`src/rtl/alu_seq_responder_pkg.sv`:
```
// Shared opcodes and state encodings for the sequential ALU responder.
// Also holds a small opcode-classification helper.
package alu_seq_responder_pkg;
  localparam logic [3:0] ALU_ADD  = 4'b0000;
  localparam logic [3:0] ALU_SUB  = 4'b0001;
  localparam logic [3:0] ALU_PASS = 4'b0011;
  localparam logic [3:0] ALU_OR   = 4'b0100;
  localparam logic [3:0] ALU_AND  = 4'b0101;
  localparam logic [3:0] ALU_XOR  = 4'b0111;
  localparam logic [3:0] ALU_SRL  = 4'b1000;
  localparam logic [3:0] ALU_SRA  = 4'b1001;
  localparam logic [3:0] ALU_SLL  = 4'b1010;
  localparam logic [3:0] ALU_SLT  = 4'b1101;
  localparam logic [3:0] ALU_SLTU = 4'b1111;

  localparam logic [1:0] ST_IDLE  = 2'd0;
  localparam logic [1:0] ST_SHIFT = 2'd1;
  localparam logic [1:0] ST_DONE  = 2'd2;

  function automatic logic is_shift(input logic [3:0] fn);
    return (fn == ALU_SRL) || (fn == ALU_SRA) || (fn == ALU_SLL);
  endfunction
endpackage

```
`src/rtl/alu_seq_responder_shift_stage.sv`:
```
// One-bit combinational shift step: dir=1 shifts left, otherwise right.
// A right shift refills with the MSB when arith is set.
module alu_seq_shift_stage #(
  parameter int N = 32
) (
  input  logic [N-1:0] value,
  input  logic         dir,
  input  logic         arith,
  output logic [N-1:0] result
);
  assign result = dir ? {value[N-2:0], 1'b0}
                      : {arith & value[N-1], value[N-1:1]};
endmodule

```
`src/rtl/alu_seq_responder.sv`:
```
// Sequential ALU responder: single-cycle arithmetic/logic, iterative 1-bit shifter,
// valid/ready on both request and result sides, one operation in flight.
module alu_seq_responder
  import alu_seq_responder_pkg::*;
#(
  parameter int N   = 32,
  parameter int SHW = 5
) (
  input  logic         clk,
  input  logic         rst_n,
  input  logic         in_valid,
  output logic         in_ready,
  input  logic [3:0]   alufn,
  input  logic [N-1:0] A,
  input  logic [N-1:0] B,
  output logic         out_valid,
  input  logic         out_ready,
  output logic [N-1:0] C,
  output logic         ZeroFlag,
  output logic         CarryFlag,
  output logic         OverflowFlag,
  output logic         SignFlag
);
  logic [1:0]     state;
  logic [N-1:0]   work, step;
  logic [SHW-1:0] cnt;
  logic           dir, arith;

  logic [SHW-1:0] shamt;
  logic           is_add, add_c, add_v, slt, sltu;
  logic [N-1:0]   b_op, res;
  logic [N:0]     sum;
  logic           accept, start_shift;

  assign shamt = B[SHW-1:0];

  // Only ADD adds; every other opcode (including illegal ones) runs the adder as A-B.
  always_comb begin
    is_add = (alufn == ALU_ADD);
    b_op   = is_add ? B : ~B;
    sum    = {1'b0, A} + {1'b0, b_op} + {{N{1'b0}}, ~is_add};
    add_c  = sum[N];
    add_v  = (A[N-1] == b_op[N-1]) && (sum[N-1] != A[N-1]);
    slt    = sum[N-1] ^ add_v;
    sltu   = ~add_c;
  end

  always_comb begin
    res = '0;
    case (alufn)
      ALU_ADD, ALU_SUB:          res = sum[N-1:0];
      ALU_PASS:                  res = B;
      ALU_OR:                    res = A | B;
      ALU_AND:                   res = A & B;
      ALU_XOR:                   res = A ^ B;
      ALU_SRL, ALU_SRA, ALU_SLL: res = A;  // only reached with shamt == 0
      ALU_SLT:                   res = {{(N-1){1'b0}}, slt};
      ALU_SLTU:                  res = {{(N-1){1'b0}}, sltu};
      default:                   res = '0;
    endcase
  end

  assign accept      = (state == ST_IDLE) && in_valid;
  assign start_shift = accept && is_shift(alufn) && (shamt != '0);
  assign in_ready    = (state == ST_IDLE);
  assign out_valid   = (state == ST_DONE);

  alu_seq_shift_stage #(.N(N)) u_step (
    .value  (work),
    .dir    (dir),
    .arith  (arith),
    .result (step)
  );

  always_ff @(posedge clk or negedge rst_n) begin
    if (!rst_n) begin
      state        <= ST_IDLE;
      work         <= '0;
      cnt          <= '0;
      dir          <= 1'b0;
      arith        <= 1'b0;
      C            <= '0;
      ZeroFlag     <= 1'b0;
      CarryFlag    <= 1'b0;
      OverflowFlag <= 1'b0;
      SignFlag     <= 1'b0;
    end else begin
      case (state)
        ST_IDLE: if (accept) begin
          // Adder flags come from the operands at accept, even for shifts.
          CarryFlag    <= add_c;
          OverflowFlag <= add_v;
          if (start_shift) begin
            work  <= A;
            cnt   <= shamt;
            dir   <= (alufn == ALU_SLL);
            arith <= (alufn == ALU_SRA);
            state <= ST_SHIFT;
          end else begin
            C        <= res;
            ZeroFlag <= (res == '0);
            SignFlag <= res[N-1];
            state    <= ST_DONE;
          end
        end
        ST_SHIFT: begin
          work <= step;
          cnt  <= cnt - 1'b1;
          if (cnt == {{(SHW-1){1'b0}}, 1'b1}) begin
            C        <= step;
            ZeroFlag <= (step == '0);
            SignFlag <= step[N-1];
            state    <= ST_DONE;
          end
        end
        ST_DONE: if (out_ready) state <= ST_IDLE;
        default: state <= ST_IDLE;
      endcase
    end
  end
endmodule

```
`config.mk`:
```
export PLATFORM = sky130hd
export DESIGN_NAME = alu_seq_responder
export DESIGN_NICKNAME = d
export VERILOG_FILES = /design/src/rtl/alu_seq_responder_pkg.sv /design/src/rtl/alu_seq_responder_shift_stage.sv /design/src/rtl/alu_seq_responder.sv
export SDC_FILE = /design/constraint.sdc
export NUM_CORES = 1
export LEC_CHECK = 0
export ABC_AREA = 1
export BUFFER_PORTS_ARGS = -buffer_cell sky130_fd_sc_hd__clkbuf_2
export CAP_MARGIN = 20
export CORE_UTILIZATION = 60
export DETAILED_ROUTE_END_ITERATION = 6
export GPL_TIMING_DRIVEN = 0
export PLACE_DENSITY = 0.8
export SKIP_CTS_REPAIR_TIMING = 1
export SLEW_MARGIN = 5
export SYNTH_ARGS = -nofsm -noshare
export SYNTH_HDL_FRONTEND = slang
export SYNTH_SLANG_ARGS = --single-unit
```
`constraint.sdc`:
```
create_clock -name clk -period 2.72 [get_ports clk]
set_clock_uncertainty 0.05 [all_clocks]
set_input_delay 0.408 -clock clk [delete_from_list [all_inputs] [get_ports clk]]
set_output_delay 0.408 -clock clk [all_outputs]
set_load 0.05 [all_outputs]
```
==> metrics, run 1 <==
fraction of layout instances using a drive strength above 1=between 20 and 25%; critical path's slowest cell=fa_1; Yosys cell types=46; chip width=around 120 um; Yosys reg bits=76; gr ovfl total=0; critical-path cell list=clkbuf_2 -> inv_1 -> nand2_1 -> and2_4 -> inv_1 -> fa_1 -> inv_1 -> nand3_1 -> nand2_2 -> nand2_1 -> nand2_1 -> nand2_1 -> nand3_1 -> nand2_1 -> nor3_1 -> nand3_1 -> nor2_1 -> nand3_1 -> nor2_2 -> nand4_1 -> a21oi_1; synth warn=0; violated checks=setup timing; Async S/R FF share, synth=between 90% and 100%; crit path DAT=3.32 ns; Cells after Synth=1438; syn_area_per_cell=roughly 6.3 um^2; dominant cell type by count on the critical path=nand2_1; crit path kind=in2reg; Via Count=between 10000 and 15000; number of diodes=0; CP Max Fanout=3; HPWL Detailed=25600 um; Reg clk slew, reported paths=around 0.060 ns; # rows=44; Post-Syn Nets=around 1600; # port buffers=around 110; final hold violation count=0; final setup vio count=9; setup slack, reg-to-reg=0.14 ns; # placed instances=approximately 1700; CTS H-tree depth=3; routed length per instance=19.2 um; Slew headroom=approximately 52%; P&R area growth vs syn=25.7%; Non-Filler Instances=around 1800; path depth of the worst reg2reg path=10; first drt pass iteration count=6; synthesized area=0.00900 mm^2; Min-Delay Path Class=in2reg; pin slew with the least headroom to its limit=between 0.7 and 0.8 ns; multi-input logic area=0.00683 mm^2; max incr delay on CP=0.43 ns; total CTS buffers=9; CTS tree=built; nets@finish=approximately 1800; Initial Utilization=about three fifths; f_max=0.323 GHz; CTS Sinks=76; leakage=~0.0057 uW; Die Span Y=between 100 and 150 um; fillers=1113; Ports=110; largest net degree at the start of global routing=61; final wirelength=about 34000 um; register area=between 0.0015 and 0.002 mm^2; hold path cells=2; total die area=0.0155 mm^2; Peak VDD IR=0.507 mV; crit path from=A[0]; Worst R2R Start=dir; vias in the first global route=between 9000 and 10000; WP data required=roughly 2.9 ns; Placeable Area=approximately 0.015 mm^2; DR vias/cell=between 6 and 7; part of the cycle the worst path needs=114%; Power per Cell Area=713 mW/mm^2; final setup margin=-0.380 ns; max-cap violations=0; Final Max Tran Viols=0; Critical Path End Type=register; capture point of the worst path=ZeroFlag; DRT antenna net count=0; GPL Wtd Cong=0.985; clock root buffer=clkbuf_16; RR Endpoint=ZeroFlag; initial drt markers=around 1200; total power=just over 8000 uW; top_reg_cell synth=dfrtp_1; Clock Latency Late Sink=between 0.3 and 0.4 ns; drt drc=0; status=finished, violations left; min cycle time layout=~3.1 ns; Worst setup SP type=input pin; sequential element share of the synthesized area=about a fifth; first-pass GRT wire length=49000 um; antenna violations before repair=0; RSZ-0062 raised after global routing=true; Post-synth EDFFs=0; Clock Path Buffers=2; All-Layer GR Usage=40.3%
[synth_stat cells, drive strengths merged (2+ instances only)]
library cell | count | share of area [%]
nand2 | 401 | 17
inv | 217 | 9.0
nor2 | 146 | 6.2
o21ai | 140 | 7.8
ha | 104 | 14
dfrtp | 76 | 21
nand3 | 75 | 4.2
a21oi | 43 | 2.5
a31oi | 37 | 2.6
xor2 | 32 | 3.1
buf | 26 | 1.7
clkbuf | 24 | 1.0
a211oi | 16 | 1.3
nor3 | 16 | 0.89
o22ai | 14 | 0.97
nand4 | 12 | 0.83
nand3b | 9 | 0.75
nor4 | 8 | 0.56
or2 | 8 | 0.56
a22o | 5 | 0.49
o211ai | 5 | 0.42
a2111oi | 4 | 0.67
o221ai | 4 | 0.39
o31ai | 3 | 0.25
a221oi | 2 | 0.19
o21a | 2 | 0.17
xnor2 | 2 | 0.19
[critical path, delay by kind of cell]
family                     cells  cell delay (ns)
AOI/OAI and AO/OA              1             0.15
adders and majority gates      1             0.43
buffers and inverters          4             0.42
and+or+nand+nor               15             1.90
[cells by family (layout without fill, tap and decap cells)]
kind of cell / after synthesis / after routing / synth area share, %
flip-flops: 76 / 76 / 21.1
adder cells (fa/ha/maj): 105 / 105 / 14.7
buffers and inverters: 267 / 429 / 11.8
AND/OR/NAND/NOR: 677 / 677 / 30.9
AO/OA/AOI/OAI: 279 / 279 / 18.2
XOR/XNOR: 34 / 34 / 3.31
[per-layer routing]
layer / GRT usage, % / wire length [um] / vias up
met5: 0 / 0 / -
met4: 16.5 / 1530 / 0
met3: 4.68 / 3640 / 146
met2: 63.1 / 15300 / 754
met1: 56.2 / 13800 / 4947
li1: - / - / 5010
[layout by cell type, fill, tap and decap left out, drive strengths merged]
cell type,count
nand2,401
inv,217
nor2,146
clkbuf,142
o21ai,140
ha,104
dfrtp,76
nand3,75
buf,65
a21oi,43
a31oi,37
xor2,32
a211oi,16
nor3,16
o22ai,14
nand4,12
nand3b,9
nor4,8
or2,8
o211ai,5
a22o,5
a2111oi,4
o221ai,4
o31ai,3
bufinv,3
o21a,2
a221oi,2
xnor2,2
and2,1
nor3b,1
o311ai,1
a21o,1
o21bai,1
o41ai,1
fa,1
clkinv,1
dlygate4sd3,1
[layout make-up]
class	count	share of cell area, %
Clock buffer	12	2.27
Tap cell	184	2.03
Inverter	217	7.20
Clock inverter	4	0.840
Multi-Input combinational cell	1095	60.4
Buffer	50	2.52
Sequential cell	76	16.8
Timing Repair Buffer	146	7.97
[worst min path at each step]
stage,start,to,slack [ns]
finish,out_ready,state[1],0.19
CTS,rst_n,cnt[2],-0.07
detailed placement,rst_n,cnt[2],0.28
global route,out_ready,state[1],0.21
global placement,C[0],C[0],0.41
floorplan,rst_n,C[0],0.06
[registers in the layout, indices dropped and copies added (netlist names)]
| register | count |
|---|---|
| state | 2 |
| cnt | 5 |
| OverflowFlag | 1 |
| C | 32 |
| work | 32 |
| CarryFlag | 1 |
| arith | 1 |
| dir | 1 |
| ZeroFlag | 1 |
[where the power goes]
part / switching, uW / internal (uW) / total (uW)
registers: 355 / 1690 / 2040
logic: 3310 / 1320 / 4630
clock network: 459 / 945 / 1400
total: 4120 / 3950 / 8080
[per-stage QoR]
step | instance area (um^2) | TNS, ns | setup WS, ns | util (%) | hold slack (ns)
after floorplan | 9050 | 0 | 0.00299 | - | 0.0624
after global placement | 9820 | -16.47 | -0.827 | 67.3 | 0.415
after detailed placement | 9850 | -18.94 | -0.872 | 67.5 | 0.277
after CTS | 10200 | -12.48 | -0.534 | 69.9 | -0.0741
after global routing | 11300 | -2.82 | -0.561 | 77.6 | 0.205
final | 11300 | -1.29 | -0.380 | 77.6 | 0.189
No activity file was read; power rests on OpenSTA's default activity.
==> run 2, diff against run 1 <==
--- a/config.mk
+++ b/config.mk
@@ -12,6 +12,7 @@
 export DETAILED_ROUTE_END_ITERATION = 6
 export GPL_TIMING_DRIVEN = 0
 export PLACE_DENSITY = 0.8
+export RECOVER_POWER = 100
 export SKIP_CTS_REPAIR_TIMING = 1
 export SLEW_MARGIN = 5
 export SYNTH_ARGS = -nofsm -noshare
==> run 2 against run 1 <==
The run still ends with setup timing left. Design area shrank 0.68%. Count of clock-buffer cells in the layout is the same. Worst hold slack gained 0.0021 ns. Flip-flop and latch count is the same. Via count grew 0.59%. Largest cell class unchanged.
==> metrics, run 2 (synthesized netlist as in run 1, its figures left out) <==
status=finished, violations left (unchanged); violated checks=setup timing (unchanged); setup TNS=-6.86 ns (was -1.29 ns); Reg clk slew, reported paths=0.06 ns (about the same); Ports=110 (unchanged); initial drt markers=1253 (was 1226); DR vias/cell=6.12 (was 6.09); Peak VDD IR=0.497 mV (was 0.507 mV); vias in the first global route=9273 (unchanged); final setup vio count=47 (was 9); met2 usage=63.1% (unchanged); Clk pwr share=17.5% (was 17.4%); setup slack, reg-to-reg=-0.24 ns (was 0.14 ns); first drt pass iteration count=6 (unchanged); Clock Path Buffers=2 (unchanged); CP Max Fanout=3 (unchanged); CTS tree=built (unchanged); GPL Wtd Cong=0.985 (unchanged); Slew headroom=29.6% (was 52.1%); Power Internal=3880 uW (was 3950 uW); Final Max Tran Viols=0 (unchanged); All-Layer GR Usage=40.3% (unchanged); sequential power share=25.5% (was 25.3%); RR Endpoint=work[30] (was ZeroFlag); crit path kind=in2reg (unchanged); Worst setup SP type=input pin (unchanged); WP data required=2.93 ns (was 2.94 ns); Placeable Area=0.0146 mm^2 (unchanged); final setup margin=-0.381 ns (was -0.380 ns); max incr delay on CP=0.43 ns (about the same); clock root buffer=clkbuf_16 (unchanged); # port buffers=109 (unchanged); CTS H-tree depth=3 (unchanged); Power per Cell Area=710 mW/mm^2 (was 713 mW/mm^2); max-cap violations=0 (unchanged); Clock Latency Late Sink=0.34 ns (about the same); multi-input logic area=0.00683 mm^2 (about the same); Layout Utilization=77.1% (was 77.6%); Most Used Layer, Global Route=met2 (unchanged); Critical Path End Type=register (unchanged); P&R area growth vs syn=24.9% (was 25.7%); GR Layer Usage met1=56.2% (unchanged); share of total power in combinational logic=56.9% (was 57.3%); first-pass GRT wire length=49000 um (unchanged); switching part of the total power=51.5% (was 51.0%); fraction of layout instances using a drive strength above 1=19.8% (was 22.3%); RSZ-0062 raised after global routing=true (unchanged); total die area=0.0155 mm^2 (unchanged); crit path from=A[0] (unchanged); Worst R2R Start=state[0] (was dir); most frequent cells in the layout=343 x nand2_1, 206 x inv_1, 129 x o21ai_0 (unchanged); total CTS buffers=9 (unchanged); Non-Filler Instances=1784 (unchanged); CTS Sinks=76 (unchanged); part of the cycle the worst path needs=114% (about the same); Via Count=10900 (about the same); number of diodes=0 (unchanged); NetSw=4110 uW (was 4120 uW); final wirelength=34200 um (was 34300 um); drt drc=0 (unchanged); Min-Delay Path Class=in2reg (unchanged); min cycle time layout=3.10 ns (about the same); largest net degree at the start of global routing=61 (unchanged); critical path's slowest cell=fa_1 (unchanged); critical-path cell list=clkbuf_2 -> inv_1 -> nand2_1 -> and2_4 -> inv_1 -> fa_1 -> inv_1 -> nand3_1 -> nand2_2 -> nand2_1 -> nand2_1 -> nand2_1 -> nand3_1 -> nand2_1 -> nor3_1 -> nand3_1 -> nor2_1 -> nand3_1 -> nor2_2 -> nand4_1 -> a21oi_1 (unchanged); HPWL Detailed=25600 um (unchanged); chip width=125 um (unchanged); path depth of the worst reg2reg path=7 (was 10); # rows=44 (unchanged); commonest non-fill, non-tap cell in the layout=nand2_1 (unchanged); capture point of the worst path=ZeroFlag (unchanged); top flop regs=C (32), work (32), cnt (5) (unchanged); met3 usage=4.68% (unchanged); crit path DAT=3.31 ns (was 3.32 ns); register area=0.00190 mm^2 (unchanged); leakage=0.00557 uW (was 0.00569 uW); Initial Utilization=61.7% (unchanged); fillers=1146 (was 1113); Die Span Y=125 um (unchanged); nets@finish=1772 (unchanged); f_max=0.322 GHz (was 0.323 GHz); routed length per instance=19.2 um (about the same); final hold violation count=0 (unchanged); DRT antenna net count=0 (unchanged); gr ovfl total=0 (unchanged); antenna violations before repair=0 (unchanged); dominant cell type by count on the critical path=nand2_1 (unchanged); pin slew with the least headroom to its limit=1.05 ns (was 0.718 ns); # placed instances=1732 (unchanged)
[run 2: cell count changes in the layout (fill, tap and decap cells not counted), sizes merged]
cell	previous run	this run
buf	65	64
clkbuf	142	143
[run 2: metrics by stage]
| stage | power, uW | instance area [um^2] | worst slack, ns | hold WS (ns) |
|---|---|---|---|---|
| after global placement | 6140 | 9820 | -0.827 | 0.415 |
| after global routing | 8440 | 11200 | -0.561 | 0.205 |
| after CTS | 7630 | 10200 | -0.534 | -0.0741 |
| after floorplan | 5030 | 9050 | 0.00299 | 0.0624 |
| final | 7980 | 11200 | -0.381 | 0.191 |
| after detailed placement | 6210 | 9850 | -0.872 | 0.277 |
[run 2: critical path, delay by kind of cell]
| family | cells | cell delay [ns] |
|---|---|---|
| simple gates | 15 | 1.90 |
| compound gates | 1 | 0.15 |
| fa+ha+maj | 1 | 0.43 |
| buf+inv | 4 | 0.43 |
[run 2: final cells by class]
class	count	share of cell area [%]
Sequential cell	76	16.9
Inverter	217	7.25
Multi-Input combinational cell	1095	60.7
Buffer	50	2.54
Clock buffer	12	2.28
Tap cell	184	2.05
Clock inverter	4	0.846
Timing Repair Buffer	146	7.39
[run 2: worst min-delay path by stage]
stage	startpoint	to	slack [ns]	cells after the start
2_1_floorplan	rst_n	C[0]	0.06	0
3_3_place_gp	C[0]	C[0]	0.41	2
3_5_place_dp	rst_n	cnt[2]	0.28	1
4_1_cts	rst_n	cnt[2]	-0.07	1
5_1_grt	out_ready	state[1]	0.21	2
6_report	out_ready	state[1]	0.19	2
[run 2: power by group through the flow]
stage / registers [uW] / logic (uW) / clock network (uW)
global placement: 2020 / 4120 / 0
detailed placement: 2040 / 4180 / 0
finish: 2040 / 4550 / 1400
floorplan: 2890 / 2140 / 0
CTS: 2030 / 4200 / 1400
global route: 2090 / 4910 / 1450
[run 2: routing by layer]
layer / vias to the layer above / wire length (um)
met3: 148 / 3720
met2: 776 / 15200
met5: - / 0
met1: 4989 / 13700
met4: 0 / 1610
li1: 5008 / -
